==> src/rtl/memory_unit.sv <==
// ============================================================================
// Module   : memory_unit
// Brief    : Word-addressed single-port memory; self-clears, accepts a loader
//            image, then releases the cpu and serves its read/write port.
// Revision : 1.0  initial release
// ============================================================================
`default_nettype none

module memory_unit #(
    parameter int DATA_WIDTH = 16,
    parameter int ADDR_WIDTH = 6,
    parameter int DEPTH      = 2**ADDR_WIDTH,
    parameter int LOAD_BASE  = 0
) (
    input  logic                  clk,
    input  logic                  rst_n,
    input  logic                  we,
    input  logic [ADDR_WIDTH-1:0] addr,
    input  logic [DATA_WIDTH-1:0] data,
    output logic [DATA_WIDTH-1:0] mem,
    input  logic                  ld_valid,
    input  logic [DATA_WIDTH-1:0] ld_data,
    input  logic                  ld_last,
    output logic                  ld_ready,
    output logic                  cpu_rst_n,
    output logic                  busy
);

    typedef enum logic [1:0] {
        ST_CLEAR = 2'd0,
        ST_LOAD  = 2'd1,
        ST_RUN   = 2'd2
    } state_t;

    localparam logic [ADDR_WIDTH-1:0] C_LAST_ADDR = ADDR_WIDTH'(DEPTH - 1);
    localparam logic [ADDR_WIDTH-1:0] C_LOAD_BASE = ADDR_WIDTH'(LOAD_BASE);
    localparam logic [ADDR_WIDTH:0]   C_LD_CAP    = (ADDR_WIDTH + 1)'(DEPTH);

    state_t                  state_q, state_d;
    logic [ADDR_WIDTH-1:0]   clr_cnt_q, clr_cnt_d;
    logic [ADDR_WIDTH-1:0]   ld_ptr_q, ld_ptr_d;
    logic [ADDR_WIDTH:0]     ld_cnt_q, ld_cnt_d;
    logic [DATA_WIDTH-1:0]   mem_q, mem_d;
    logic                    cpu_rst_n_q;
    logic [DATA_WIDTH-1:0]   array_q [DEPTH];

    logic                    wr_en;
    logic [ADDR_WIDTH-1:0]   wr_addr;
    logic [DATA_WIDTH-1:0]   wr_data;

    always_ff @(posedge clk or negedge rst_n) begin
        if (!rst_n) begin
            state_q     <= ST_CLEAR;
            clr_cnt_q   <= '0;
            ld_ptr_q    <= C_LOAD_BASE;
            ld_cnt_q    <= '0;
            mem_q       <= '0;
            cpu_rst_n_q <= 1'b0;
        end else begin
            state_q     <= state_d;
            clr_cnt_q   <= clr_cnt_d;
            ld_ptr_q    <= ld_ptr_d;
            ld_cnt_q    <= ld_cnt_d;
            mem_q       <= mem_d;
            cpu_rst_n_q <= (state_q == ST_RUN);
        end
    end

    // All three phases share one write port; the FSM selects its source.
    always_ff @(posedge clk) begin
        if (wr_en) begin
            array_q[wr_addr] <= wr_data;
        end
    end

    always_comb begin
        state_d   = state_q;
        clr_cnt_d = clr_cnt_q;
        ld_ptr_d  = ld_ptr_q;
        ld_cnt_d  = ld_cnt_q;
        mem_d     = '0;
        wr_en     = 1'b0;
        wr_addr   = clr_cnt_q;
        wr_data   = '0;

        case (state_q)
            ST_CLEAR: begin
                wr_en     = 1'b1;
                wr_addr   = clr_cnt_q;
                clr_cnt_d = clr_cnt_q + 1'b1;
                if (clr_cnt_q == C_LAST_ADDR) begin
                    state_d = ST_LOAD;
                end
            end
            ST_LOAD: begin
                if (ld_valid) begin
                    wr_en    = 1'b1;
                    wr_addr  = ld_ptr_q;
                    wr_data  = ld_data;
                    ld_ptr_d = ld_ptr_q + 1'b1;
                    ld_cnt_d = ld_cnt_q + 1'b1;
                    if (ld_last || (ld_cnt_d == C_LD_CAP)) begin
                        state_d = ST_RUN;
                    end
                end
            end
            ST_RUN: begin
                // Read-before-write: mem_d samples the array before this edge's write.
                mem_d   = array_q[addr];
                wr_en   = we;
                wr_addr = addr;
                wr_data = data;
            end
            default: begin
                state_d = ST_CLEAR;
            end
        endcase
    end

    assign mem       = mem_q;
    assign cpu_rst_n = cpu_rst_n_q;
    assign ld_ready  = (state_q == ST_LOAD);
    assign busy      = (state_q != ST_RUN);

endmodule

`default_nettype wire

==> config.mk <==
export PLATFORM = sky130hd
export DESIGN_NAME = memory_unit
export DESIGN_NICKNAME = d
export VERILOG_FILES = /design/src/rtl/memory_unit.sv
export SDC_FILE = /design/constraint.sdc
export NUM_CORES = 1
export LEC_CHECK = 0
export BUFFER_PORTS_ARGS = -buffer_cell sky130_fd_sc_hd__buf_2
export CORE_AREA = 2 2 306 308
export CTS_CLUSTER_DIAMETER = 150
export DETAILED_ROUTE_END_ITERATION = 6
export DIE_AREA = 0 0 308 310
export GPL_TIMING_DRIVEN = 1
export MAX_ROUTING_LAYER = met4
export PLACE_DENSITY_LB_ADDON = 0.15
export SYNTH_ARGS = -nofsm -noshare
export SYNTH_HDL_FRONTEND = slang
export SYNTH_SLANG_ARGS = --single-unit
export TNS_END_PERCENT = 100
==> constraint.sdc <==
create_clock -name clk -period 6.9 [get_ports clk]
set_input_delay 0.69 -clock clk [delete_from_list [all_inputs] [get_ports clk]]
set_output_delay 0.69 -clock clk [all_outputs]
set_load 0.005 [all_outputs]
==> flow_results.xml, run 1 <==
<?xml version="1.0" encoding="UTF-8"?>
<metrics>
  <group name="status">
    <metric name="run_status" unit="">completed</metric>
  </group>
  <group name="detailed_routing">
    <metric name="drt_first_iter_violations" unit="">2413</metric>
    <metric name="drt-pass1-iter-count" unit="">5</metric>
    <metric name="drc_violation_count_after_routing" unit="">0</metric>
    <metric name="detail_route.wirelength" unit="mm">100</metric>
    <metric name="post_drt_wl_per_cell" unit="um">30.2</metric>
    <metric name="antenna_violating_nets_post_route" unit="">0</metric>
    <metric name="via_cell_ratio" unit="">5.92</metric>
    <metric name="routed-via-count" unit="">19643</metric>
  </group>
  <group name="yosys">
    <metric name="ys_seq_area_share" unit="%">77.1</metric>
    <metric name="syn-instance-count" unit="">1887</metric>
    <metric name="ys_async_sr_fraction" unit="%">3.58</metric>
    <metric name="postSynthNetCount" unit="">1937</metric>
    <metric name="syn_avg_cell_area" unit="um2">21.8</metric>
    <metric name="synth_seq_cells" unit="">1062</metric>
    <metric name="ys_warn_count" unit="">0</metric>
    <metric name="synthesis.area" unit="mm2">0.0411</metric>
    <metric name="synth_enable_flop_cells" unit="">1024</metric>
    <metric name="yosys.cell_types.count" unit="">60</metric>
    <metric name="leading_register_cell_type_out_of_synthesis" unit="">edfxtp_1</metric>
  </group>
  <group name="power">
    <metric name="p_leak" unit="uW">0.0121</metric>
    <metric name="pwr-share-seq" unit="%">53.8</metric>
    <metric name="power_density" unit="mW/mm2">277</metric>
    <metric name="intPower" unit="uW">10400</metric>
    <metric name="power.share.switching" unit="%">19.8</metric>
    <metric name="power.ir.vdd_worst" unit="uV">195</metric>
    <metric name="combinationalPowerShare" unit="%">1.9</metric>
    <metric name="switchingPower" unit="uW">2570</metric>
    <metric name="p_clk_share" unit="%">44.3</metric>
  </group>
  <group name="floorplan">
    <metric name="height_of_the_die" unit="um">310</metric>
    <metric name="die-area" unit="mm2">0.0955</metric>
    <metric name="core_region_area" unit="mm2">0.0925</metric>
    <metric name="floorplan.rows" unit="">112</metric>
    <metric name="horiz_die_dim" unit="um">308</metric>
    <metric name="boundaryPins" unit="">62</metric>
    <metric name="initial_utilization" unit="%">44.5</metric>
  </group>
  <group name="timing">
    <metric name="fin_tns_setup" unit="ns">0</metric>
    <metric name="final_max_slew_violation_count" unit="">0</metric>
    <metric name="transition_time_of_the_tightest_slew_check_pin" unit="ns">1.15</metric>
    <metric name="postLayoutSetupSlackWorst" unit="ns">3.04</metric>
    <metric name="timing.max_slew.rel_slack" unit="%">23.5</metric>
    <metric name="grt_setup_unrepaired" unit="">false</metric>
    <metric name="post-route-period-util" unit="%">56.0</metric>
    <metric name="final-setup-viol-count" unit="">0</metric>
    <metric name="fin_crit" unit="ns">3.86</metric>
    <metric name="finalClockSkew" unit="ns">0.0233</metric>
    <metric name="max_freq" unit="MHz">259</metric>
    <metric name="finalHoldViolations" unit="">0</metric>
  </group>
  <group name="run">
    <metric name="maximum_capacitance_violations" unit="">0</metric>
  </group>
  <group name="global_routing">
    <metric name="global_route.usage.total" unit="%">21.9</metric>
    <metric name="grt_pass1_wl" unit="mm">144</metric>
    <metric name="grt_remaining_overflow" unit="">0</metric>
    <metric name="grt_max_degree" unit="">81</metric>
    <metric name="grt_antenna_before_repair" unit="">1</metric>
    <metric name="vias_in_the_first_global_route" unit="">19999</metric>
  </group>
  <group name="setup_path">
    <metric name="critPathLaunch" unit="">state_q[0]</metric>
    <metric name="timing.reg2reg.worst_path_depth" unit="">8</metric>
    <metric name="timing.rr.end" unit="">array_q[30][6]</metric>
    <metric name="endpoint_kind" unit="">flip-flop</metric>
    <metric name="critical_path_arrival" unit="ns">4.14</metric>
    <metric name="crit_path_start_kind" unit="">flip-flop</metric>
    <metric name="critical_path_class" unit="">flip-flop to flip-flop</metric>
    <metric name="rr_startpoint" unit="">state_q[0]</metric>
    <metric name="timing.critical_path.fanout_max" unit="">17</metric>
    <metric name="worstPathRequired" unit="ns">7.18</metric>
    <metric name="regToRegSetupSlack" unit="ns">3.04</metric>
  </group>
  <group name="final_layout">
    <metric name="mostFrequentLayoutCell" unit="">edfxtp_1</metric>
    <metric name="area_growth_syn_to_layout" unit="%">13.3</metric>
    <metric name="mostFrequentLayoutCells" unit="">1024 x edfxtp_1, 256 x mux4_2, 109 x clkbuf_16, 74 x buf_4, 58 x buf_2</metric>
    <metric name="n_fill_cell" unit="">7320</metric>
    <metric name="finish.instance_area" unit="mm2">0.0466</metric>
    <metric name="final_core_util" unit="%">50.4</metric>
    <metric name="final_layout_size_suffix_gt1_share" unit="%">28.9</metric>
    <metric name="nNetsFinal" unit="">2081</metric>
  </group>
  <group name="cts">
    <metric name="clk_pin_slew_worst_paths" unit="ns">0.06</metric>
    <metric name="cts_setup_buffers" unit="">0</metric>
    <metric name="cts-resized-gates" unit="">0</metric>
    <metric name="cts_sinks" unit="">1062</metric>
    <metric name="clock_latency" unit="ns">0.68</metric>
    <metric name="cts_htree_levels" unit="">3</metric>
    <metric name="ctsRootBufferMaster" unit="">clkbuf_16</metric>
    <metric name="tritoncts_clock_tree" unit="">built</metric>
    <metric name="post_cts_hold_buffer_count" unit="">0</metric>
    <metric name="clock_path_buffers" unit="">3</metric>
    <metric name="cts_buffers" unit="">106</metric>
  </group>
  <group name="placed_design">
    <metric name="placement.setup.worst_slack" unit="ns">3.05</metric>
    <metric name="buffer_ports.inserted" unit="">61</metric>
    <metric name="place.detailed.hpwl" unit="mm">58.6</metric>
    <metric name="place_area" unit="mm2">0.0431</metric>
    <metric name="finalWeightedCongestion" unit="">0.878</metric>
  </group>
  <group name="worst_hold_path">
    <metric name="min_path_type" unit="">input port to async pin</metric>
  </group>
</metrics>
[per-layer routing]
metal / GRT usage (%) / up-vias / share of wire (%)
met3: 3.31 / 152 / 5.9
met4: 6.57 / 0 / 2.6
met2: 34.9 / 657 / 49
met5: - / - / 0
li1: - / 8257 / -
met1: 29.6 / 10577 / 42
[cell usage after synthesis (3+ instances only)]
library cell  instances  area share (%)
inv_1                10           0.091
o22ai_1              56            0.85
o41ai_1              13            0.28
nand3_1              23            0.28
o21ai_0               7           0.085
mux2_2               17            0.47
dfrtp_1              38             2.3
nand4_1              11            0.17
buf_4                14            0.26
mux2i_1              46             1.1
a21oi_1               8           0.097
edfxtp_1           1024              75
ha_1                  7            0.21
nor3_1                3           0.036
buf_1                10           0.091
nand2b_1              4           0.061
nor2b_1              11            0.17
o221ai_1              8            0.17
buf_6                18            0.49
or3_1                 8            0.12
a22oi_1              19            0.35
nor2_1               89            0.81
buf_2                28            0.34
xnor2_1              16            0.34
nand2_1              46            0.42
a211oi_1             22            0.40
nand3b_1              3           0.055
clkbuf_1             29            0.26
mux4_2              256              14
[power by group through the flow]
stage          Combinational (uW)  Sequential, uW  Clock (uW)
2_1_floorplan                 177            7100           0
3_3_place_gp                  246            7100           0
3_5_place_dp                  246            7100           0
4_1_cts                       247            6960        5840
5_1_grt                       255            6950        6080
6_report                      240            6960        5730
[critical path, cell delays in order, from the launching register on]
cell and delay (ns):
dfrtp_1 0.40, inv_1 0.09, ha_1 0.46, inv_1 0.21, buf_4 0.46, nor2_2 0.16
a211oi_1 0.30, nand2_1 0.41, nor2_2 0.98
[kinds of logic after synthesis]
| logic type | Yosys count | synth area share, % |
|---|---|---|
| AO/OA/AOI/OAI | 160 | 2.79 |
| XOR/XNOR | 17 | 0.362 |
| adder cells (fa/ha/maj) | 7 | 0.213 |
| buffers and inverters | 112 | 1.63 |
| flip-flops | 1062 | 77.1 |
| multiplexers | 319 | 15.6 |
| AND/OR/NAND/NOR | 210 | 2.33 |
[how the worst max path moves through the flow]
| stage | depth (start not counted) | end |
|---|---|---|
| 6_report | 8 | array_q[30][6] |
| 5_1_grt | 7 | array_q[30][13] |
| 4_1_cts | 8 | array_q[30][13] |
| 3_5_place_dp | 6 | array_q[30][1] |
| 3_3_place_gp | 6 | array_q[50][0] |
| 2_1_floorplan | 8 | array_q[0][0] |
[state kept, by name, indices dropped and copies added, names as in the netlist]
name       count
ld_ptr_q       6
cpu_rst_n      1
ld_cnt_q       7
array_q     1024
state_q        2
mem           16
clr_cnt_q      6
[area by class of cell]
cell class / count / area (um2) / share of cell area (%)
inverters: 10 / 37.5 / 0.0805
flip-flops and latches: 1062 / 31700 / 68.0
clock buffers: 132 / 2860 / 6.15
repair buffers: 138 / 947 / 2.03
diodes: 3 / 7.51 / 0.0161
well taps: 1197 / 1500 / 3.21
multi-input cells: 713 / 8940 / 19.2
clock inverters: 65 / 607 / 1.30
[stage by stage]
| stage | total power [uW] | instances | hold WS, ns |
|---|---|---|---|
| after floorplan | 7270 | 1887 | 0.394 |
| after global routing | 13300 | 3318 | 0.265 |
| final | 12900 | 3320 | 0.221 |
| after global placement | 7340 | 3120 | 0.468 |
| after CTS | 13000 | 3317 | 0.227 |
| after detailed placement | 7340 | 3120 | 0.481 |
No activity file was read; power rests on OpenSTA's default activity.
==> inputs of run 2 (changes only) <==
--- a/config.mk
+++ b/config.mk
@@ -5,11 +5,12 @@
 export SDC_FILE = /design/constraint.sdc
 export NUM_CORES = 1
 export LEC_CHECK = 0
+export ABC_AREA = 1
 export BUFFER_PORTS_ARGS = -buffer_cell sky130_fd_sc_hd__buf_2
-export CORE_AREA = 2 2 306 308
+export CORE_AREA = 2 2 316 318
 export CTS_CLUSTER_DIAMETER = 150
 export DETAILED_ROUTE_END_ITERATION = 6
-export DIE_AREA = 0 0 308 310
+export DIE_AREA = 0 0 318 320
 export GPL_TIMING_DRIVEN = 1
 export MAX_ROUTING_LAYER = met4
 export PLACE_DENSITY_LB_ADDON = 0.15
==> constraint.sdc (replaced) <==
create_clock -name clk -period 3.95 [get_ports clk]
set_input_delay 0.395 -clock clk [delete_from_list [all_inputs] [get_ports clk]]
set_output_delay 0.395 -clock clk [all_outputs]
set_load 0.005 [all_outputs]
==> run 2 against run 1 <==
  * Final cell count up 56%
  * Global-route usage grew 2.6 points
  * Fmax increased by 32%
  * Via count grew 44%
  * Routed wire length up 22%
  * Flip-flop and latch count is the same
  * Synthesized cell count is 98% higher
  * Die area rose by 6.6%
  * Worst setup slack lost 2.0 ns
  * Largest cell class unchanged
  * Largest power group unchanged
  * Highest routed layer unchanged
==> flow_results.xml, run 2 <==
<?xml version="1.0" encoding="UTF-8"?>
<metrics>
  <group name="global_routing">
    <metric name="grt_antenna_before_repair" unit="">10</metric>
    <metric name="grt_max_degree" unit="">147</metric>
    <metric name="grt_remaining_overflow" unit="">0</metric>
    <metric name="grt_pass1_wl" unit="mm">179</metric>
    <metric name="global_route.usage.total" unit="%">24.5</metric>
    <metric name="vias_in_the_first_global_route" unit="">26938</metric>
  </group>
  <group name="floorplan">
    <metric name="height_of_the_die" unit="um">320</metric>
    <metric name="core_region_area" unit="mm2">0.0980</metric>
    <metric name="initial_utilization" unit="%">44.8</metric>
    <metric name="horiz_die_dim" unit="um">318</metric>
    <metric name="floorplan.rows" unit="">115</metric>
    <metric name="die-area" unit="mm2">0.102</metric>
    <metric name="boundaryPins" unit="">62</metric>
  </group>
  <group name="detailed_routing">
    <metric name="post_drt_wl_per_cell" unit="um">23.6</metric>
    <metric name="via_cell_ratio" unit="">5.47</metric>
    <metric name="drt_first_iter_violations" unit="">3406</metric>
    <metric name="route.met2.wl" unit="mm">56.1</metric>
    <metric name="drc_violation_count_after_routing" unit="">0</metric>
    <metric name="antenna_violating_nets_post_route" unit="">0</metric>
    <metric name="detailroute.wirelength.met3" unit="mm">8.71</metric>
    <metric name="detail_route.wirelength" unit="mm">122</metric>
    <metric name="drt-pass1-iter-count" unit="">5</metric>
    <metric name="top_layer" unit="">met4</metric>
    <metric name="met1Wirelength" unit="mm">53.7</metric>
    <metric name="routed-via-count" unit="">28292</metric>
  </group>
  <group name="timing">
    <metric name="finalHoldViolations" unit="">0</metric>
    <metric name="fin_crit" unit="ns">2.93</metric>
    <metric name="final-setup-viol-count" unit="">0</metric>
    <metric name="finalClockSkew" unit="ns">0.0139</metric>
    <metric name="timing.max_slew.rel_slack" unit="%">28.3</metric>
    <metric name="final_max_slew_violation_count" unit="">0</metric>
    <metric name="fin_tns_setup" unit="ns">0</metric>
    <metric name="grt_setup_unrepaired" unit="">false</metric>
    <metric name="final.hold.worst_slack" unit="ns">0.133</metric>
    <metric name="max_freq" unit="MHz">342</metric>
    <metric name="transition_time_of_the_tightest_slew_check_pin" unit="ns">1.08</metric>
    <metric name="post-route-period-util" unit="%">74.1</metric>
  </group>
  <group name="final_layout">
    <metric name="n_fill_cell" unit="">8593</metric>
    <metric name="mostFrequentLayoutCell" unit="">nand2_1</metric>
    <metric name="registers.top_by_ff_count" unit="">array_q</metric>
    <metric name="area_growth_syn_to_layout" unit="%">12.4</metric>
    <metric name="final_layout_size_suffix_gt1_share" unit="%">10.2</metric>
    <metric name="largest_reg_flops" unit="">1024</metric>
    <metric name="nNetsFinal" unit="">3840</metric>
    <metric name="regArea" unit="mm2">0.0317</metric>
    <metric name="mostFrequentLayoutCells" unit="">1350 x nand2_1, 1024 x edfxtp_1, 869 x nand3_1, 112 x clkbuf_16, 93 x buf_4</metric>
    <metric name="multiInputGateArea" unit="mm2">0.0107</metric>
  </group>
  <group name="setup_path">
    <metric name="rr_startpoint" unit="">state_q[1]</metric>
    <metric name="timing.rr.end" unit="">array_q[27][5]</metric>
    <metric name="crit_path_start_kind" unit="">flip-flop</metric>
    <metric name="timing.reg2reg.worst_path_depth" unit="">11</metric>
    <metric name="critical_path_arrival" unit="ns">3.30</metric>
    <metric name="timing.critical_path.fanout_max" unit="">14</metric>
    <metric name="regToRegSetupSlack" unit="ns">1.02</metric>
    <metric name="critical_path_class" unit="">flip-flop to flip-flop</metric>
    <metric name="endpoint_kind" unit="">flip-flop</metric>
    <metric name="worstPathRequired" unit="ns">4.33</metric>
  </group>
  <group name="yosys">
    <metric name="synth_enable_flop_cells" unit="">1024</metric>
    <metric name="postSynthNetCount" unit="">3778</metric>
    <metric name="ys_warn_count" unit="">0</metric>
    <metric name="yosys.cell_types.count" unit="">36</metric>
    <metric name="synth_top_area_share" unit="%">70.1</metric>
    <metric name="syn-instance-count" unit="">3728</metric>
    <metric name="synthesis.area" unit="mm2">0.0439</metric>
    <metric name="synth.most_common_cell" unit="">nand2_1</metric>
    <metric name="ys_seq_area_share" unit="%">72.3</metric>
    <metric name="syn_avg_cell_area" unit="um2">11.8</metric>
    <metric name="synth_seq_cells" unit="">1062</metric>
    <metric name="leading_register_cell_type_out_of_synthesis" unit="">edfxtp_1</metric>
    <metric name="post_synth_most_frequent_cells" unit="">1350 x nand2_1, 1024 x edfxtp_1, 869 x nand3_1</metric>
    <metric name="ys_async_sr_fraction" unit="%">3.58</metric>
    <metric name="synthDominantAreaCellType" unit="">edfxtp_1</metric>
    <metric name="synth.top_cells.by_area" unit="">edfxtp_1 70%, nand2_1 12%, nand3_1 9.9%</metric>
  </group>
  <group name="placed_design">
    <metric name="place.detailed.hpwl" unit="mm">68.2</metric>
    <metric name="buffer_ports.inserted" unit="">61</metric>
    <metric name="finalWeightedCongestion" unit="">0.892</metric>
  </group>
  <group name="cts">
    <metric name="clock_latency" unit="ns">0.69</metric>
    <metric name="cts_buffers" unit="">110</metric>
    <metric name="cts_htree_levels" unit="">3</metric>
    <metric name="clk_pin_slew_worst_paths" unit="ns">0.06</metric>
    <metric name="cts_sinks" unit="">1062</metric>
    <metric name="tritoncts_clock_tree" unit="">built</metric>
    <metric name="cts-resized-gates" unit="">0</metric>
    <metric name="ctsRootBufferMaster" unit="">clkbuf_16</metric>
    <metric name="clock_path_buffers" unit="">3</metric>
  </group>
  <group name="worst_hold_path">
    <metric name="min_path_type" unit="">input port to flip-flop</metric>
    <metric name="min_path_cells" unit="">5</metric>
    <metric name="holdPathEnd" unit="">state_q[0]</metric>
    <metric name="hold_path.startpoint" unit="">ld_last</metric>
  </group>
  <group name="status">
    <metric name="run_status" unit="">completed</metric>
  </group>
  <group name="power">
    <metric name="power_density" unit="mW/mm2">476</metric>
    <metric name="power.ir.vdd_worst" unit="uV">371</metric>
    <metric name="p_leak" unit="uW">0.0177</metric>
  </group>
  <group name="run">
    <metric name="maximum_capacitance_violations" unit="">0</metric>
  </group>
</metrics>
[run 2: power by group]
group	total, uW	leakage (uW)	switching, uW	internal [uW]
logic	1160	0.00732	849	308
registers	12200	0.00872	0	12200
clock network	10200	0.00171	4270	5900
[run 2: cell families (layout without fill, tap and decap cells)]
group	count (synthesis)	count (layout)	synth area share (%)
other	0	5	0
AO/OA/AOI/OAI	51	51	0.787
XOR/XNOR	16	16	0.320
buffers and inverters	274	425	3.70
adder cells (fa/ha/maj)	7	7	0.200
AND/OR/NAND/NOR	2318	2318	22.7
flip-flops	1062	1062	72.3
[run 2: routing by layer]
metal | vias up | GRT usage, %
met4 | 0 | 7.54
met3 | 191 | 3.78
met5 | - | -
met1 | 13929 | 34.7
li1 | 13168 | -
met2 | 1004 | 36.6
[run 2: layout make-up]
type,count,area share [%]
tap,1287,3.26
clock inverter,53,1.04
timing repair buffer,182,3.20
inverter,42,0.393
multi-input combinational,2392,21.8
clock buffer,148,6.04
antenna,5,0.0254
sequential,1062,64.3
[run 2: timing repair]
action | 4_1_cts | 5_1_grt
hold endpoints to repair | 38 | 0
hold buffers | 1 | 0
setup buffers | 0 | 0
[run 2: per-stage QoR]
| stage | std cells | util, % | cell area [um2] | power [uW] | worst slack (ns) |
|---|---|---|---|---|---|
| after floorplan | 3728 | - | 43900 | 13200 | 0.263 |
| after global placement | 4964 | 46.7 | 45800 | 13500 | 0.971 |
| after detailed placement | 4964 | 46.7 | 45800 | 13500 | 0.929 |
| after CTS | 5166 | 50.3 | 49300 | 23600 | 1.05 |
| after global routing | 5168 | 50.3 | 49300 | 24200 | 0.823 |
| final | 5171 | 50.3 | 49300 | 23500 | 1.02 |
[run 2: critical path, cell delays in order (launching register included)]
cell and delay, ns:
dfrtp_1 0.41, inv_1 0.10, ha_1 0.25, nand2_2 0.23, o22ai_1 0.17, inv_1 0.09, o22ai_4 0.20, inv_2 0.08
nor2_4 0.17, nand3_4 0.30, nor2_1 0.31, buf_4 0.29
[run 2: how the worst max path moves through the flow]
stage	to	depth (start not counted)	startpoint
after floorplan	array_q[0][1]	8	state_q[1]
after detailed placement	array_q[27][1]	8	addr[0]
after global placement	array_q[27][1]	8	addr[0]
after CTS	array_q[27][5]	11	state_q[1]
final	array_q[27][5]	11	state_q[1]
after global routing	array_q[27][4]	11	state_q[1]
